===== config.mk =====
export PLATFORM = sky130hd
export DESIGN_NAME = jtag_tap_multi
export DESIGN_NICKNAME = d
export VERILOG_FILES = /design/src/rtl/jtag_tap_pkg.sv /design/src/rtl/jtag_tap_fsm.sv /design/src/rtl/jtag_tap_multi.sv
export SDC_FILE = /design/constraint.sdc
export NUM_CORES = 1
export LEC_CHECK = 0
export ABC_CLOCK_PERIOD_IN_PS = 2200
export CAP_MARGIN = 40
export CORE_ASPECT_RATIO = 0.75
export CORE_UTILIZATION = 47
export DETAILED_ROUTE_END_ITERATION = 7
export PLACE_DENSITY = 0.8
export SLEW_MARGIN = 20
export SYNTH_ARGS = -nofsm -noshare
export SYNTH_HDL_FRONTEND = slang
export SYNTH_SLANG_ARGS = --single-unit

===== constraint.sdc =====
create_clock -name tck -period 2.2 [get_ports tck]
set_input_delay 0.66 -clock tck [delete_from_list [all_inputs] [get_ports tck]]
set_output_delay 0.66 -clock tck [all_outputs]
set_load 0.02 [all_outputs]

===== src/rtl/jtag_tap_pkg.sv =====
// Shared TAP definitions: 1149.1 state encodings and opcode decode helpers.
package jtag_tap_pkg;

    typedef enum logic [3:0] {
        TLR      = 4'hF,
        RTI      = 4'hC,
        SEL_DR   = 4'h7,
        CAP_DR   = 4'h6,
        SHIFT_DR = 4'h2,
        EXIT1_DR = 4'h1,
        PAUSE_DR = 4'h3,
        EXIT2_DR = 4'h0,
        UPD_DR   = 4'h5,
        SEL_IR   = 4'h4,
        CAP_IR   = 4'hE,
        SHIFT_IR = 4'hA,
        EXIT1_IR = 4'h9,
        PAUSE_IR = 4'hB,
        EXIT2_IR = 4'h8,
        UPD_IR   = 4'hD
    } tap_state_e;

    localparam logic [31:0] OPC_IDCODE = 32'd1;
    localparam int          CHAN_BASE  = 2;

    function automatic logic is_channel(input logic [31:0] op, input int num_dr);
        return (op >= CHAN_BASE) && (op < CHAN_BASE + num_dr);
    endfunction

    // Anything that is neither IDCODE nor a live channel falls back to BYPASS.
    function automatic logic is_bypass(input logic [31:0] op, input int num_dr);
        return (op != OPC_IDCODE) && !is_channel(op, num_dr);
    endfunction

    function automatic int chan_index(input logic [31:0] op);
        return int'(op) - CHAN_BASE;
    endfunction

endpackage


===== src/rtl/jtag_tap_fsm.sv =====
// 16-state TAP controller: state register and tms-driven next-state logic only.
module jtag_tap_fsm
    import jtag_tap_pkg::*;
(
    input  logic       i_tck,
    input  logic       i_trst_n,
    input  logic       i_tms,
    output tap_state_e o_state,
    output tap_state_e o_state_next
);

    tap_state_e r_state;
    tap_state_e w_next;

    always_ff @(posedge i_tck or negedge i_trst_n) begin
        if (!i_trst_n) r_state <= TLR;
        else           r_state <= w_next;
    end

    always_comb begin
        w_next = TLR;
        unique case (r_state)
            TLR:      w_next = i_tms ? TLR      : RTI;
            RTI:      w_next = i_tms ? SEL_DR   : RTI;
            SEL_DR:   w_next = i_tms ? SEL_IR   : CAP_DR;
            CAP_DR:   w_next = i_tms ? EXIT1_DR : SHIFT_DR;
            SHIFT_DR: w_next = i_tms ? EXIT1_DR : SHIFT_DR;
            EXIT1_DR: w_next = i_tms ? UPD_DR   : PAUSE_DR;
            PAUSE_DR: w_next = i_tms ? EXIT2_DR : PAUSE_DR;
            EXIT2_DR: w_next = i_tms ? UPD_DR   : SHIFT_DR;
            UPD_DR:   w_next = i_tms ? SEL_DR   : RTI;
            SEL_IR:   w_next = i_tms ? TLR      : CAP_IR;
            CAP_IR:   w_next = i_tms ? EXIT1_IR : SHIFT_IR;
            SHIFT_IR: w_next = i_tms ? EXIT1_IR : SHIFT_IR;
            EXIT1_IR: w_next = i_tms ? UPD_IR   : PAUSE_IR;
            PAUSE_IR: w_next = i_tms ? EXIT2_IR : PAUSE_IR;
            EXIT2_IR: w_next = i_tms ? UPD_IR   : SHIFT_IR;
            UPD_IR:   w_next = i_tms ? SEL_DR   : RTI;
            default:  w_next = TLR;
        endcase
    end

    assign o_state      = r_state;
    assign o_state_next = w_next;

endmodule


===== src/rtl/jtag_tap_multi.sv =====
// TAP with IR, BYPASS, IDCODE and NUM_DR user channels sharing one DR shift register.
module jtag_tap_multi
    import jtag_tap_pkg::*;
#(
    parameter int          IR_WIDTH   = 4,
    parameter int          NUM_DR     = 2,
    parameter int          DR_WIDTH   = 8,
    parameter logic [31:0] IDCODE_VAL = 32'h1234_5001
) (
    input  logic                         tck,
    input  logic                         trst_n,
    input  logic                         tms,
    input  logic                         tdi,
    output logic                         tdo,
    output logic                         tdo_en,
    input  logic [NUM_DR*DR_WIDTH-1:0]   dr_capture_i,
    output logic [NUM_DR*DR_WIDTH-1:0]   dr_update_o,
    output logic [NUM_DR-1:0]            dr_update_strb_o,
    output logic [IR_WIDTH-1:0]          ir_o,
    output logic [3:0]                   tap_state_o
);

    localparam logic [IR_WIDTH-1:0] IR_IDCODE  = IR_WIDTH'(1);
    localparam logic [IR_WIDTH-1:0] IR_CAPTURE = IR_WIDTH'(1);

    tap_state_e          w_state;
    tap_state_e          w_state_next;
    logic [IR_WIDTH-1:0] r_ir;
    logic [IR_WIDTH-1:0] r_ir_sr;
    logic [31:0]         r_dr_sr;
    logic                r_tdo;
    logic                r_tdo_en;
    logic [31:0]         w_op;
    logic                w_is_chan;
    int                  w_chan;
    logic [DR_WIDTH-1:0] w_chan_cap;
    logic [31:0]         w_dr_cap;
    logic [4:0]          w_dr_msb;
    logic [31:0]         w_dr_shifted;

    jtag_tap_fsm u_fsm (
        .i_tck        (tck),
        .i_trst_n     (trst_n),
        .i_tms        (tms),
        .o_state      (w_state),
        .o_state_next (w_state_next)
    );

    assign w_op      = 32'(r_ir);
    assign w_is_chan = is_channel(w_op, NUM_DR);
    assign w_chan    = chan_index(w_op);

    always_comb begin
        w_chan_cap = '0;
        for (int k = 0; k < NUM_DR; k++) begin
            if (w_is_chan && (w_chan == k)) w_chan_cap = dr_capture_i[k*DR_WIDTH +: DR_WIDTH];
        end
    end

    // Selected register's capture value and MSB position, where tdi enters during shift.
    always_comb begin
        w_dr_cap = '0;
        w_dr_msb = 5'd0;
        if (is_bypass(w_op, NUM_DR)) begin
            w_dr_cap = '0;
            w_dr_msb = 5'd0;
        end else if (w_op == OPC_IDCODE) begin
            w_dr_cap = IDCODE_VAL;
            w_dr_msb = 5'd31;
        end else begin
            w_dr_cap[DR_WIDTH-1:0] = w_chan_cap;
            w_dr_msb = 5'(DR_WIDTH - 1);
        end
    end

    always_comb begin
        w_dr_shifted           = r_dr_sr >> 1;
        w_dr_shifted[w_dr_msb] = tdi;
    end

    always_ff @(posedge tck or negedge trst_n) begin
        if (!trst_n) begin
            r_ir    <= IR_IDCODE;
            r_ir_sr <= '0;
            r_dr_sr <= '0;
        end else begin
            case (w_state)
                CAP_IR:   r_ir_sr <= IR_CAPTURE;
                SHIFT_IR: r_ir_sr <= {tdi, r_ir_sr[IR_WIDTH-1:1]};
                CAP_DR:   r_dr_sr <= w_dr_cap;
                SHIFT_DR: r_dr_sr <= w_dr_shifted;
                default:  ;
            endcase
            // Forcing on the next state keeps ir_o at IDCODE for the whole TLR stay.
            if (w_state_next == TLR)  r_ir <= IR_IDCODE;
            else if (w_state == UPD_IR) r_ir <= r_ir_sr;
        end
    end

    genvar gi;
    generate
        for (gi = 0; gi < NUM_DR; gi++) begin : g_chan
            logic [DR_WIDTH-1:0] r_upd;
            logic                r_strb;
            logic                w_hit;

            assign w_hit = (w_state == UPD_DR) && w_is_chan && (w_chan == gi);

            always_ff @(posedge tck or negedge trst_n) begin
                if (!trst_n) begin
                    r_upd  <= '0;
                    r_strb <= 1'b0;
                end else begin
                    r_strb <= w_hit;
                    if (w_hit) r_upd <= r_dr_sr[DR_WIDTH-1:0];
                end
            end

            assign dr_update_o[gi*DR_WIDTH +: DR_WIDTH] = r_upd;
            assign dr_update_strb_o[gi]                 = r_strb;
        end
    endgenerate

    always_ff @(negedge tck or negedge trst_n) begin
        if (!trst_n) begin
            r_tdo    <= 1'b0;
            r_tdo_en <= 1'b0;
        end else begin
            r_tdo_en <= (w_state == SHIFT_DR) || (w_state == SHIFT_IR);
            r_tdo    <= (w_state == SHIFT_DR) ? r_dr_sr[0] :
                        (w_state == SHIFT_IR) ? r_ir_sr[0] : 1'b0;
        end
    end

    assign tdo         = r_tdo;
    assign tdo_en      = r_tdo_en;
    assign ir_o        = r_ir;
    assign tap_state_o = w_state;

endmodule

==> results of run 1 <==
-- sequential cells by signal, summed over array words and instances, names as in the netlist --
name,cells
g_chan.r_strb,2
ir_o,4
r_ir_sr,4
tdo,1
g_chan.r_upd,16
u_fsm.o_state,4
r_dr_sr,32
tdo_en,1
-- per-layer routing --
| metal | vias up | wire length [um] |
|---|---|---|
| met1 | 1024 | 2890 |
| li1 | 992 | - |
| met5 | - | 0 |
| met3 | 11 | 378 |
| met4 | 0 | 89 |
| met2 | 64 | 2690 |
-- worst paths after layout --
check / from / endpoint / slack [ns] / cells past startpoint
max in group asynchronous: trst_n / tdo_en / 0.91 / 1
worst max-delay path: tdo / tdo / -0.40 / 1
worst min register to register: r_dr_sr[13] / r_dr_sr[13] / 0.50 / 1
worst min-delay path: trst_n / r_dr_sr[6] / 0.41 / 2
worst max register to register: u_fsm.o_state[3] / tdo / 0.11 / 2
min in group tck: r_dr_sr[13] / r_dr_sr[13] / 0.50 / 1
-- cell families (layout without fill, tap and decap cells) --
logic type | count (synthesis) | count (layout) | share of synthesized area
muxes | 26 | 26 | 0.0981
and+or+nand+nor | 79 | 79 | 0.156
DFF | 64 | 64 | 0.563
adders and majority gates | 3 | 3 | 0.0131
AOI/OAI and AO/OA | 56 | 56 | 0.135
buffers and inverters | 22 | 85 | 0.0350
-- placed cells by master (no fill, tap or decap), types with 2 or more instances in the layout --
cell type,Yosys,final
sky130_fd_sc_hd__dfrtp_1,57,55
sky130_fd_sc_hd__buf_6,0,2
sky130_fd_sc_hd__nand2b_1,12,12
sky130_fd_sc_hd__nor4_4,2,2
sky130_fd_sc_hd__clkinv_2,0,3
sky130_fd_sc_hd__o21ai_0,7,7
sky130_fd_sc_hd__clkbuf_8,0,10
sky130_fd_sc_hd__nor2_1,17,17
sky130_fd_sc_hd__nor3_1,2,2
sky130_fd_sc_hd__a21oi_1,18,18
sky130_fd_sc_hd__nand3_1,8,8
sky130_fd_sc_hd__o21ai_1,6,6
sky130_fd_sc_hd__or3_1,4,3
sky130_fd_sc_hd__clkdlybuf4s50_1,0,39
sky130_fd_sc_hd__mux2_2,16,16
sky130_fd_sc_hd__buf_4,4,16
sky130_fd_sc_hd__nand2_1,18,18
sky130_fd_sc_hd__bufinv_16,0,2
sky130_fd_sc_hd__dfrtn_1,2,2
sky130_fd_sc_hd__dlygate4sd2_1,0,5
sky130_fd_sc_hd__inv_1,6,6
sky130_fd_sc_hd__dfstp_2,5,5
sky130_fd_sc_hd__mux2i_1,10,10
sky130_fd_sc_hd__a22o_1,17,17
sky130_fd_sc_hd__ha_1,3,3
sky130_fd_sc_hd__dfrtp_2,0,2
sky130_fd_sc_hd__nor3b_1,7,7
-- metrics by stage --
stage | cell area, um2 | worst slack [ns]
after floorplan | 2880 | -0.0820
after global placement | 3460 | -0.518
after detailed placement | 3460 | -0.517
after CTS | 3680 | -0.413
after global routing | 3690 | -0.441
final | 3690 | -0.398
-- layout make-up --
cell class,instances,area (um2),share of cell area
Inverter,6,22.5,0.00611
Multi-Input combinational cell,164,1150,0.313
Tap cell,78,97.6,0.0265
Timing Repair Buffer,63,582,0.158
Sequential cell,64,1610,0.437
Clock buffer,10,138,0.0373
Clock inverter,6,82.6,0.0224
-- timing repair --
| item | in CTS | in global routing |
|---|---|---|
| endpoints found under the hold margin | 0 | 0 |
| resized for setup | 17 | 1 |
| endpoints found under the setup margin | 7 | 8 |
-- report_power, final --
part           internal (W)  switching, W  total [W]  leakage (nW)
combinational      0.000724      0.000882    0.00161         0.714
sequential          0.00154      0.000300    0.00184         0.838
clock              0.000662      0.000444    0.00111         0.112
==> implementation parameters, run 1 <==
Parameter                              Value

STA
  RSZ-0062 raised after global routing    yes
  Transition at the pin with the smallest max-transition slack    0.643 ns
  Worst-case headroom to the max-slew limit    0.570
  Final max-slew violation count    0
  Finish-stage setup viols    2
  Worst Skew    0.0147 ns
  Final worst hold slack    0.414 ns
  Final Worst Setup Slack    -0.398 ns
  Number of failing hold endpoints at the final stage    0
  Total Neg Setup Slack    -0.795 ns

Outcome
  Violated checks    setup timing
  Outcome    finished, violations left

Yosys
  Post-synthesis net count    273
  Post-synthesis cell count    250
  Most frequent cell after synthesis    sky130_fd_sc_hd__dfrtp_1
  Most numerous cell types in the synthesized netlist    57 x sky130_fd_sc_hd__dfrtp_1, 18 x sky130_fd_sc_hd__a21oi_1, 18 x sky130_fd_sc_hd__nand2_1
  Area of the mapped netlist    2860 um2
  Syn. warnings    0
  Area share of the largest cell type after synthesis    0.499
  Async set-reset flop share out of synthesis    1.00
  Syn Area/Cell    11.4 um2
  Biggest area contributors in the synthesized netlist    sky130_fd_sc_hd__dfrtp_1 50%, sky130_fd_sc_hd__mux2_2 6.3%, sky130_fd_sc_hd__a22o_1 5.2%
  Sequential-to-total area share from yosys stat    0.563
  Top FF cell, synth    sky130_fd_sc_hd__dfrtp_1
  Top cell type by total area after synthesis    sky130_fd_sc_hd__dfrtp_1
  Number of flops mapped to enable cells by yosys    0
  Cell variety after synth    40
  Flip-flop and latch count after synthesis    64

Power and ir drop
  Power per Cell Area    1240 nW/um2
  Overall power of the completed layout    0.00456 W
  Cell leakage power    1.66 nW
  Max rail drop VDD    0.000548 V

Place
  Placed wire-length estimate    4210 um
  Placed insts    375
  # port buffers    47
  Final weighted congestion in routability-driven placement    0.826

Route
  Vias/cell    5.35
  Drt drc    0
  Total vias in the final route    2091
  Number of violations reported at the end of detailed-routing iteration 0    128
  First-pass DRT Iterations    4
  Remaining number of nets flagged by the antenna check after routing    0
  Routed length per placed instance    15.5 um
  Routed wire length    6040 um

Worst setup path
  Largest stage delay on the critical path    0.40 ns
  Worst setup path category    reg2out
  Signal arrival time at the worst endpoint    1.94 ns
  Cell with the largest stage delay on the worst path    sky130_fd_sc_hd__dfrtn_1
  CP Buf/Inv Count    1
  Kind of start point of the critical path    flip-flop
  Endpoint type of the worst setup path    primary output
  Critical path's top delay family    flip-flops
  Required time of the critical path    1.54 ns
  Sequence of cells on the critical path    buf_6
  Largest fanout on the critical path    1

CTS
  CTS clock-pin slew for the worst setup and hold paths    0.07 ns
  Clk_lat worst skew    0.34 ns
  Number of buffers added for setup after CTS    0
  Num Clock Sinks    64
  TritonCTS clock tree    yes
  Cell chosen for the clock root    sky130_fd_sc_hd__clkbuf_8
  CTS max path bufs    2
  # H-tree levels    3
  Cts hold-fix bufs    0
  Number of buffers created by CTS    9

Floorplan
  Core area    5830 um2
  Die outline height    69.5 um
  Std cell rows    24
  Die W    92.0 um
  Effective utilization at floorplan    0.490
  Number of top-level pins    48
  Full die area    6400 um2

Global route
  Met3 track demand over resource    0.0877
  Leftover overflow at the end of global routing    0
  Grt peak-use layer    met2
  Met1 routing resource usage after global routing    0.298
  First-pass GRT wire length    10200 um
  Met2 Usage GRT    0.303
  Overall Global Routing Usage    0.212
  Via count of the first global-routing pass    2043
  Maximum number of pins on one net before global-route repair    34
  Number of antenna violations at the first check in global routing    0

Cells and area
  Area Growth Syn to Fin    29.0%
  Utilization after layout    0.633
  Layout cells sized above 1    0.217
  Fin nets    331
  Antenna cell count    0
  Filler cell count in the final layout    450
  Non-Filler Instances    391

Min path
  Classification of the worst-slack hold path    in2async

Job
  Total of max-cap violations    0
Power figures use the tool's default switching activity.
==> run 2: changes to the inputs <==
--- a/config.mk
+++ b/config.mk
@@ -5,12 +5,13 @@
 export SDC_FILE = /design/constraint.sdc
 export NUM_CORES = 1
 export LEC_CHECK = 0
+export ABC_AREA = 1
 export ABC_CLOCK_PERIOD_IN_PS = 2200
 export CAP_MARGIN = 40
 export CORE_ASPECT_RATIO = 0.75
-export CORE_UTILIZATION = 47
+export CORE_UTILIZATION = 48
 export DETAILED_ROUTE_END_ITERATION = 7
-export PLACE_DENSITY = 0.8
+export PLACE_DENSITY = 0.81
 export SLEW_MARGIN = 20
 export SYNTH_ARGS = -nofsm -noshare
 export SYNTH_HDL_FRONTEND = slang
==> run 2 against run 1 <==
Compared with the run above: the run still ends with setup timing left; cell count increased by 20%; non-clock buffer count down 2; cell area rose by 0.88%; worst hold slack worse by 0.25 ns; combinational power rose by 39%.
==> implementation parameters, run 2 <==
Parameter                              Value

Yosys
  Async set-reset flop share out of synthesis    1.00 (unchanged)
  Top FF cell, synth    sky130_fd_sc_hd__dfrtp_1
  Most numerous cell types in the synthesized netlist    73 x sky130_fd_sc_hd__nand2_1, 57 x sky130_fd_sc_hd__dfrtp_1, 47 x sky130_fd_sc_hd__inv_1
  Number of flops mapped to enable cells by yosys    0 (unchanged)
  Flip-flop and latch count after synthesis    64 (unchanged)
  Syn Area/Cell    9.04 um2 (-21%)
  Top cell type by total area after synthesis    sky130_fd_sc_hd__dfrtp_1
  Post-synthesis net count    353 (+29%)
  Syn. warnings    0 (unchanged)
  Post-synthesis cell count    330 (+32%)
  Biggest area contributors in the synthesized netlist    sky130_fd_sc_hd__dfrtp_1 48%, sky130_fd_sc_hd__nand2_1 9.2%, sky130_fd_sc_hd__inv_1 5.9%
  Area of the mapped netlist    2980 um2 (+4.4%)
  Area share of the largest cell type after synthesis    0.478 (-0.0210)
  Sequential-to-total area share from yosys stat    0.539 (-0.0236)
  Most frequent cell after synthesis    sky130_fd_sc_hd__nand2_1
  Cell variety after synth    31 (-23%)

Power and ir drop
  Power per Cell Area    1300 nW/um2 (+5.1%)
  Max rail drop VDD    0.000713 V (+30%)
  Cell leakage power    1.79 nW (+7.3%)

Place
  Placed insts    456 (+22%)
  Pre-CTS setup slack    -0.516 ns (+0.00186 ns)
  Placed wire-length estimate    4730 um (+12%)
  Post-DP Area    3570 um2 (+3.1%)
  # port buffers    47 (unchanged)
  Final weighted congestion in routability-driven placement    0.881 (+6.7%)

Global route
  Met3 track demand over resource    0.0599 (-0.0278)
  First-pass GRT wire length    10800 um (+5.1%)
  Via count of the first global-routing pass    2322 (+14%)
  Grt peak-use layer    met2
  Overall Global Routing Usage    0.218 (+0.00539)
  Met1 routing resource usage after global routing    0.288 (-0.00978)
  Met2 Usage GRT    0.337 (+0.0339)
  Number of antenna violations at the first check in global routing    0 (unchanged)
  Leftover overflow at the end of global routing    0 (unchanged)
  Maximum number of pins on one net before global-route repair    57 (+68%)

CTS
  Clk_lat worst skew    0.34 ns (about the same)
  Number of buffers created by CTS    9 (unchanged)
  Cell chosen for the clock root    sky130_fd_sc_hd__clkbuf_8
  Num Clock Sinks    64 (unchanged)
  CTS max path bufs    2 (unchanged)
  TritonCTS clock tree    yes
  Number of buffers added for setup after CTS    0 (unchanged)
  CTS clock-pin slew for the worst setup and hold paths    0.06 ns (about the same)
  # H-tree levels    3 (unchanged)

Worst setup path
  Worst setup path category    reg2out
  Sequence of cells on the critical path    buf_4
  Critical path's top delay family    flip-flops
  CP Buf/Inv Count    1 (unchanged)
  Capturing point of the worst reg2reg path    tdo
  Endpoint type of the worst setup path    primary output
  Launch point of the worst reg-to-reg path    u_fsm.o_state[2]
  Reg2reg setup slack    0.08 ns (-0.03 ns)
  Cell with the largest stage delay on the worst path    sky130_fd_sc_hd__dfrtn_1
  Signal arrival time at the worst endpoint    1.94 ns (about the same)
  Largest fanout on the critical path    1 (unchanged)
  Largest stage delay on the critical path    0.38 ns (-0.02 ns)
  Cell count of the worst reg-to-reg path    3 (+1)
  Kind of start point of the critical path    flip-flop
  Required time of the critical path    1.54 ns (about the same)

STA
  RSZ-0062 raised after global routing    yes
  Total Neg Setup Slack    -0.796 ns (-0.000656 ns)
  Finish-stage setup viols    2 (unchanged)
  Transition at the pin with the smallest max-transition slack    0.690 ns (+0.0478 ns)
  Final max-slew violation count    0 (unchanged)
  Worst Skew    0.0144 ns (-0.000370 ns)
  Final Worst Setup Slack    -0.399 ns (-0.000781 ns)
  Worst-case headroom to the max-slew limit    0.540 (-0.0303)
  Number of failing hold endpoints at the final stage    0 (unchanged)

Cells and area
  Filler cell count in the final layout    485 (+7.8%)
  Fin nets    412 (+24%)
  Max FFs per register    32 (unchanged)
  Utilization after layout    0.629 (-0.00414)
  Biggest regs    r_dr_sr: 32 flops, g_chan.r_upd: 16 flops
  Most common cell after layout, fill and taps aside    sky130_fd_sc_hd__nand2_1
  Area Growth Syn to Fin    24.7%
  Antenna cell count    0 (unchanged)
  Summed area of non-filler cells in the final layout    3720 um2 (+0.88%)
  Most used cells in the layout excluding fill and tap cells    73 x sky130_fd_sc_hd__nand2_1, 57 x sky130_fd_sc_hd__dfrtp_1, 47 x sky130_fd_sc_hd__inv_1
  Layout cells sized above 1    0.145 (-0.0718)
  Non-Filler Instances    470 (+20%)
  Most flop-heavy register    r_dr_sr

Route
  Total vias in the final route    2457 (+18%)
  Remaining number of nets flagged by the antenna check after routing    0 (unchanged)
  Routed wire length    6440 um (+6.6%)
  Number of violations reported at the end of detailed-routing iteration 0    104 (-19%)
  First-pass DRT Iterations    4 (unchanged)
  Routed length per placed instance    13.7 um (-11%)
  Vias/cell    5.23 (-2.2%)
  Drt drc    0 (unchanged)

Floorplan
  Effective utilization at floorplan    0.504 (+0.0137)
  Full die area    6530 um2 (+2.1%)
  Number of top-level pins    48 (unchanged)
  Std cell rows    24 (unchanged)
  Core area    5920 um2 (+1.5%)
  Die W    93.0 um (+1.1%)
  Die outline height    70.3 um (+1.1%)

Outcome
  Outcome    finished, violations left
  Violated checks    setup timing

Job
  Total of max-cap violations    0 (unchanged)

Min path
  Classification of the worst-slack hold path    in2async
==> run 2: cell types whose count changed in the layout (fill, tap and decap cells not counted), moves of 7 or more <==
cell	before	now
sky130_fd_sc_hd__nand2_1	18	73
sky130_fd_sc_hd__mux2_2	16	0
sky130_fd_sc_hd__inv_1	6	47
sky130_fd_sc_hd__o21ai_2	1	8
sky130_fd_sc_hd__a22oi_1	1	12
sky130_fd_sc_hd__nand4_1	1	11
sky130_fd_sc_hd__o22ai_1	0	14
sky130_fd_sc_hd__a22o_1	17	0
sky130_fd_sc_hd__o21ai_0	7	24
sky130_fd_sc_hd__nor3b_1	7	0
sky130_fd_sc_hd__mux2i_1	10	0
sky130_fd_sc_hd__nand2b_1	12	0
==> run 2: power by group <==
group          total (W)  switching [W]  internal (W)
Combinational    0.00224        0.00143      0.000801
Clock           0.000832       0.000406      0.000426
Sequential       0.00176       0.000196       0.00157
Total            0.00483        0.00204       0.00280
==> run 2: area by class of cell <==
cell class                 instances  area, um2  share of cell area
timing repair buffer              61        563               0.151
multi-input combinational        203       1110               0.298
inverter                          50        188              0.0505
tap                               78       97.6              0.0262
clock buffer                      13        149              0.0400
sequential                        64       1610               0.432
clock inverter                     1       5.00             0.00135
==> run 2: worst max-delay path by stage <==
| stage | endpoint | from | cells after the start |
|---|---|---|---|
| finish | tdo_en | tdo_en | 1 |
| CTS | tdo | tdo | 1 |
| detailed placement | tdo_en | tdo_en | 1 |
| global placement | tdo_en | tdo_en | 1 |
| floorplan | tdo | u_fsm.o_state[2] | 5 |
| global route | tdo | tdo | 1 |
==> run 2: per-stage QoR <==
| step | power (W) | hold WS, ns |
|---|---|---|
| final | 0.00483 | 0.169 |
| after global placement | 0.00396 | 0.462 |
| after floorplan | 0.00334 | 0.364 |
| after CTS | 0.00487 | 0.156 |
| after global routing | 0.00520 | 0.169 |
| after detailed placement | 0.00405 | 0.469 |
==> run 2: cell families after synthesis <==
group,Yosys count,synth area share
and+or+nand+nor,122,0.193
AOI/OAI and AO/OA,78,0.162
DFF,64,0.539
buffers and inverters,63,0.0932
adders and majority gates,3,0.0126
==> run 2: worst reg2reg max path: cells and delay by family, from the launching register on <==
family,cells,cell delay (ns)
AOI/OAI and AO/OA,1,0.07
DFF,1,0.60
and+or+nand+nor,2,0.17
==> run 2: layer usage <==
layer / vias up / share of wire / routed length, um
met4: 0 / 0.015 / 96
met1: 1167 / 0.46 / 2930
met2: 69 / 0.47 / 3010
met3: 8 / 0.062 / 400
li1: 1213 / - / -
met5: - / 0 / 0
==> run 2: timing repair <==
action	4_1_cts	5_1_grt
hold buffers	0	0
endpoints found under the setup margin	7	2
hold endpoints to repair	0	0
resized for setup	15	1
